--- config.mk ---
export PLATFORM = sky130hd
export DESIGN_NAME = hex_radix_converter_flat
export DESIGN_NICKNAME = d
export VERILOG_FILES = /design/src/rtl/hex_radix_converter_if.sv /design/src/rtl/hex_radix_converter.sv /design/src/flat_wrapper.sv
export SDC_FILE = /design/constraint.sdc
export NUM_CORES = 1
export LEC_CHECK = 0
export ABC_AREA = 1
export BUFFER_PORTS_ARGS = -buffer_cell sky130_fd_sc_hd__buf_2
export CAP_MARGIN = 20
export CORE_ASPECT_RATIO = 0.8
export CORE_MARGIN = 5
export CORE_UTILIZATION = 30
export DETAILED_ROUTE_END_ITERATION = 12
export MAX_ROUTING_LAYER = met4
export PLACE_DENSITY = 0.54
export SETUP_SLACK_MARGIN = 0.5
export SLEW_MARGIN = 15
export SYNTH_ARGS = -nofsm -noshare
export SYNTH_HDL_FRONTEND = slang
export SYNTH_SLANG_ARGS = --single-unit
--- constraint.sdc ---
create_clock -name clk -period 2 [get_ports clk]
set_input_delay 0.4 -clock clk [delete_from_list [all_inputs] [get_ports clk]]
set_output_delay 0.4 -clock clk [all_outputs]
set_load 0.1 [all_outputs]
--- src/rtl/hex_radix_converter_if.sv ---
// Handshake and result bundle for hex_radix_converter.
// master drives start/hex_in; slave is the converter.
interface hex_radix_converter_if #(
   parameter int HEX_DIGITS = 4,
   parameter int DEC_DIGITS = 5
);
   localparam int WIDTH      = 4 * HEX_DIGITS;
   localparam int OCT_DIGITS = (WIDTH + 2) / 3;

   logic                      start;
   logic [WIDTH-1:0]          hex_in;
   logic                      ready;
   logic                      busy;
   logic                      done;
   logic [WIDTH-1:0]          binary_out;
   logic [4*DEC_DIGITS-1:0]   bcd_out;
   logic [3*OCT_DIGITS-1:0]   octal_out;
   logic                      overflow;

   modport master (
      output start, hex_in,
      input  ready, busy, done, binary_out, bcd_out, octal_out, overflow
   );

   modport slave (
      input  start, hex_in,
      output ready, busy, done, binary_out, bcd_out, octal_out, overflow
   );
endinterface

--- src/rtl/hex_radix_converter.sv ---
// Serial hex -> binary/BCD/octal converter using double-dabble, one bit per clock.
// Define OCTAL_OUT_EN to build the octal output; otherwise octal_out is tied to zero.
module hex_radix_converter #(
   parameter int HEX_DIGITS = 4,
   parameter int DEC_DIGITS = 5
) (
   input logic                  clk,
   input logic                  rst,
   hex_radix_converter_if.slave bus
);
   localparam int WIDTH  = 4 * HEX_DIGITS;
   localparam int BCD_W  = 4 * DEC_DIGITS;
   localparam int OCT_W  = 3 * ((WIDTH + 2) / 3);
   localparam int CNT_W  = $clog2(WIDTH + 1);

   typedef enum logic [1:0] {IDLE, SHIFT, DONE} state_t;

   state_t             state, state_nxt;
   logic [WIDTH-1:0]   cap;
   logic [WIDTH-1:0]   sreg;
   logic [BCD_W-1:0]   acc;
   logic [CNT_W-1:0]   cnt;
   logic               ovf_sticky;
   logic [BCD_W-1:0]   acc_adj;
   logic [BCD_W-1:0]   acc_nxt;
   logic [WIDTH-1:0]   sreg_nxt;
   logic               carry_out;
   logic               ovf_nxt;
   logic               last_shift;
   logic [WIDTH-1:0]   bin_r;
   logic [BCD_W-1:0]   bcd_r;
   logic               ovf_r;
   logic               done_r;

   function automatic logic [BCD_W-1:0] add3_digits(input logic [BCD_W-1:0] a);
      logic [BCD_W-1:0] r;
      r = a;
      for (int i = 0; i < DEC_DIGITS; i++) begin
         if (a[4*i +: 4] >= 4'd5) r[4*i +: 4] = a[4*i +: 4] + 4'd3;
      end
      return r;
   endfunction

   function automatic logic [BCD_W-1:0] saturate(input logic [BCD_W-1:0] a, input logic ovf);
      logic [BCD_W-1:0] r;
      r = a;
      for (int i = 0; i < DEC_DIGITS; i++) begin
         if (ovf) r[4*i +: 4] = 4'h9;
      end
      return r;
   endfunction

   // A set bit leaving the top digit means the value doubled past 10^DEC_DIGITS-1.
   assign acc_adj    = add3_digits(acc);
   assign carry_out  = acc_adj[BCD_W-1];
   assign acc_nxt    = {acc_adj[BCD_W-2:0], sreg[WIDTH-1]};
   assign sreg_nxt   = {sreg[WIDTH-2:0], 1'b0};
   assign ovf_nxt    = ovf_sticky | carry_out;
   assign last_shift = (state == SHIFT) && (cnt == CNT_W'(WIDTH - 1));

   always_comb begin
      state_nxt = state;
      bus.ready = 1'b0;
      bus.busy  = 1'b1;
      case (state)
         IDLE: begin
            bus.ready = 1'b1;
            bus.busy  = 1'b0;
            if (bus.start) state_nxt = SHIFT;
         end
         SHIFT:   if (last_shift) state_nxt = DONE;
         DONE:    state_nxt = IDLE;
         default: state_nxt = IDLE;
      endcase
   end

   always_ff @(posedge clk) begin
      if (rst) begin
         state      <= IDLE;
         cap        <= '0;
         sreg       <= '0;
         acc        <= '0;
         cnt        <= '0;
         ovf_sticky <= 1'b0;
         bin_r      <= '0;
         bcd_r      <= '0;
         ovf_r      <= 1'b0;
         done_r     <= 1'b0;
      end else begin
         state  <= state_nxt;
         done_r <= 1'b0;
         case (state)
            IDLE: begin
               if (bus.start) begin
                  cap        <= bus.hex_in;
                  sreg       <= bus.hex_in;
                  acc        <= '0;
                  cnt        <= '0;
                  ovf_sticky <= 1'b0;
               end
            end
            SHIFT: begin
               sreg       <= sreg_nxt;
               acc        <= acc_nxt;
               cnt        <= cnt + CNT_W'(1);
               ovf_sticky <= ovf_nxt;
               // Results land on the edge entering DONE so done and data align.
               if (last_shift) begin
                  done_r <= 1'b1;
                  bin_r  <= cap;
                  bcd_r  <= saturate(acc_nxt, ovf_nxt);
                  ovf_r  <= ovf_nxt;
               end
            end
            default: ;
         endcase
      end
   end

   assign bus.done       = done_r;
   assign bus.binary_out = bin_r;
   assign bus.bcd_out    = bcd_r;
   assign bus.overflow   = ovf_r;

`ifdef OCTAL_OUT_EN
   logic [OCT_W-1:0] oct_r;

   // Octal regroup of the captured word is its zero-extension read in 3-bit fields.
   always_ff @(posedge clk) begin
      if (rst) begin
         oct_r <= '0;
      end else if (last_shift) begin
         oct_r <= OCT_W'(cap);
      end
   end

   assign bus.octal_out = oct_r;
`else
   assign bus.octal_out = '0;
`endif
endmodule

--- src/flat_wrapper.sv ---
// flat-port wrapper written by rule: the top's interface ports become plain ports
module hex_radix_converter_flat 
#(
   parameter int HEX_DIGITS = 4,
   parameter int DEC_DIGITS = 5
)
  (clk, rst, bus_start, bus_hex_in, bus_ready, bus_busy, bus_done, bus_binary_out, bus_bcd_out, bus_octal_out, bus_overflow);
  hex_radix_converter_if #(.HEX_DIGITS(HEX_DIGITS), .DEC_DIGITS(DEC_DIGITS)) bus_i ();
  input logic clk;
  input logic rst;
  input wire logic [$bits(bus_i.start)-1:0] bus_start;
  input wire logic [$bits(bus_i.hex_in)-1:0] bus_hex_in;
  output wire logic [$bits(bus_i.ready)-1:0] bus_ready;
  output wire logic [$bits(bus_i.busy)-1:0] bus_busy;
  output wire logic [$bits(bus_i.done)-1:0] bus_done;
  output wire logic [$bits(bus_i.binary_out)-1:0] bus_binary_out;
  output wire logic [$bits(bus_i.bcd_out)-1:0] bus_bcd_out;
  output wire logic [$bits(bus_i.octal_out)-1:0] bus_octal_out;
  output wire logic [$bits(bus_i.overflow)-1:0] bus_overflow;
  assign bus_i.start = bus_start;
  assign bus_i.hex_in = bus_hex_in;
  assign bus_ready = bus_i.ready;
  assign bus_busy = bus_i.busy;
  assign bus_done = bus_i.done;
  assign bus_binary_out = bus_i.binary_out;
  assign bus_bcd_out = bus_i.bcd_out;
  assign bus_octal_out = bus_i.octal_out;
  assign bus_overflow = bus_i.overflow;
  hex_radix_converter #(.HEX_DIGITS(HEX_DIGITS), .DEC_DIGITS(DEC_DIGITS)) u_core (.clk(clk), .rst(rst), .bus(bus_i));
endmodule
==> flow_summary.toml <==
[flow_run]
maxCapViolations = 0

[pwr]
comb_power_share = 0.100
p_seq_frac = 0.476
p_leak_nw = 2.236
p_clk_frac = 0.425
p_switching_w = 0.001148
p_per_area_mw_per_mm2 = 770.8
vdd_drop_max_mv = 0.4318
swShare = 0.2704
internal_power_w = 0.003099

[global_route]
grt-ovfl-total = 0
grt_pass1_vias = 3683
grt_max_degree = 33
grt_usage = 0.1403
grt_antenna_before_repair = 0
grt_pass1_wl_microns = 18060

[timing]
skew_ps = 7.064
whs_ps = 329.7
fin_crit_sh = 0.7711
min_period_ps = 1542
rsz0062_at_grt = "true"
drv_slew = 0
finalSetupViolations = 0
hold_violations = 0
timing.fmax_mhz = 648.4
fin_tns_setup_ps = 0

[synth]
postSynthAreaPerCell_sq_um = 7.514
syn_area_sq_mm = 0.004230
synthDistinctLibCells = 28
synth_compound_area_frac = 0.1624
yosys-mux-area-fraction = 0
synth_seq_cells = 98
synthAdderAreaFrac = 0.03549
synth_xor_xnor_area_share = 0
syn_inst = 563
synth_top_family_by_area = "simple AND/OR/NAND/NOR gates"
yosysSeqAreaShare = 0.4638
synthSimpleGateAreaFrac = 0.2292
yosys_warnings = 0

[drt]
drt_iter0_drc = 328
antenna_left = 0
drc = 0
met2_length_microns = 4896
routed.top_layer = "met4"
via_count = 3710
met3WireLength_microns = 297
drtPass1Iterations = 4
routed_wl_microns = 11140
wire_per_inst_microns = 13.57
wl_met1_microns = 5825
vias_per_cell = 4.519

[clocking]
htreeDepth = 3
clockBufferDepth = 2
cts-buffers-inserted = 9
clkSinkCount = 98
cts_tree = "yes"
hold_buffers = 0
root_buffer = "clkbuf_16"
path_clk_slew_ps = 70
clock_latency_ps = 350

[placed_design]
gp_congestion = 0.7577
numPortBuffers = 58
dp_hpwl_microns = 7577

[worst_setup_path]
cp-start-kind = "flop"
arrival_ps = 1140
critPathRequiredTime_ps = 1600
critPathMaxFanout = 3
cp-startpoint = "u_core.state[0]$_SDFFE_PP0P_"
critPathMaxStageDelay_ps = 310
end_kind = "output port"
cp_cell_sequence = "inv_2 > nand2_8 > clkinvlp_4 > buf_6"
slowest_stage = "dfxtp_1"
reg2reg_from = "u_core.cnt[0]$_SDFFE_PP0P_"
criticalPathCategory = "flop to output port"

[finish]
final_layout_size_suffix_gt1_frac = 0.2777
area_delta_synth_final_pct = 30.26
fin_nets = 667
post-route-util = 0.4024
final_common_cell = "nand2_1"
final_cell_mix = "nand2_1 (177), dfxtp_1 (85), a21oi_1 (70)"
diodes = 0

[floorplanning]
core_area_sq_mm = 0.01369
top_level_ports = 77
start_util = 0.3089
rows = 38
die_area_sq_mm = 0.01659
die_w_microns = 142.8
die_height_microns = 116.2

[worst_hold_path]
hp-class = "input pin to flop"
holdCritStartpoint = "bus_hex_in[4]"

[outcome]
status = "finished clean"
==> what timing repair did <==
action                     CTS  global route
setup endpoints to repair   81            63
gates resized for setup     78            52
cloned                       1             0
buffers inserted            17             1
pin swaps                   10             9
==> cell families (layout without fill, tap and decap cells) <==
| logic type | after synthesis | after routing |
|---|---|---|
| other cells | 1 | 18 |
| compound gates | 124 | 124 |
| simple gates | 234 | 235 |
| fa+ha+maj | 12 | 12 |
| flops | 98 | 98 |
| buf+inv | 94 | 154 |
==> routing by layer <==
layer / global-route usage / vias to the layer above
met1: 0.1984 / 1727
met2: 0.2031 / 48
met3: 0.02333 / 10
met5: - / -
met4: 0.04750 / 0
li1: - / 1925
==> path summary, 6_finish.rpt <==
kind,slack [ps],depth (start not counted),end
worst max-delay path,460,4,bus_ready
worst min-delay path,330,3,u_core.cap[4]$_SDFFE_PP0P_
worst max register to register,470,10,u_core.bus.bcd_out[6]$_SDFFE_PP0P_
worst min register to register,460,2,u_core.bus.binary_out[10]$_SDFFE_PP0P_
==> power groups by stage <==
stage / sequential, W / clock, W / combinational (W)
after floorplan: 0.00206 / 0 / 0.000355
after global placement: 0.00207 / 0 / 0.000403
after detailed placement: 0.00207 / 0 / 0.000406
after CTS: 0.00202 / 0.00185 / 0.000422
after global routing: 0.00202 / 0.00194 / 0.000454
final: 0.00202 / 0.00180 / 0.000424
==> cells in the mapped netlist, drive strengths merged <==
cell	number	share of area
clkbuf	10	0.0089
inv	49	0.043
nor3	2	0.0024
o21bai	6	0.015
or2	1	0.0015
nand4	3	0.0044
nor2	18	0.024
nand2	187	0.17
a21oi	75	0.089
o21a	1	0.0018
o211ai	1	0.0030
buf	35	0.056
dfxtp	98	0.46
conb	1	0.00089
nand3	23	0.027
a31oi	15	0.022
ha	12	0.035
o21ai	26	0.032
==> worst max-delay path, delay by kind of cell (launching register included) <==
family / cells / cell delay [ps]
buffers and inverters: 3 / 400
DFF: 1 / 310
and+or+nand+nor: 1 / 80
==> metrics by stage <==
stage / total power (W) / instance area [sq um] / cells / worst slack (ps)
finish: 0.004247 / 5510 / 821 / 457.8
floorplan: 0.002416 / 4322 / 580 / 500.9
CTS: 0.004288 / 5349 / 820 / 437.0
global route: 0.004414 / 5510 / 821 / 384.1
detailed placement: 0.002472 / 4671 / 786 / 257.0
global placement: 0.002469 / 4671 / 786 / 305.1
==> state kept, by name, indices dropped and copies added, names as in the netlist <==
| register | count |
|---|---|
| u_core.bus.binary_out | 16 |
| u_core.bus.bcd_out | 20 |
| u_core.bus.done | 1 |
| u_core.cnt | 5 |
| u_core.ovf_sticky | 1 |
| u_core.cap | 16 |
| u_core.bus.overflow | 1 |
| u_core.sreg | 16 |
| u_core.state | 2 |
| u_core.acc | 20 |
==> final cells by class <==
cell class | count | area [sq um]
Inverter | 49 | 197.7
Timing Repair Buffer | 89 | 715.7
Sequential cell | 98 | 1986
Fill cell | 1419 | 8183
Clock buffer | 10 | 239.0
Multi-Input combinational cell | 389 | 2074
Tap cell | 180 | 225.2
Clock inverter | 6 | 72.57
No activity file was read; power rests on OpenSTA's default activity.
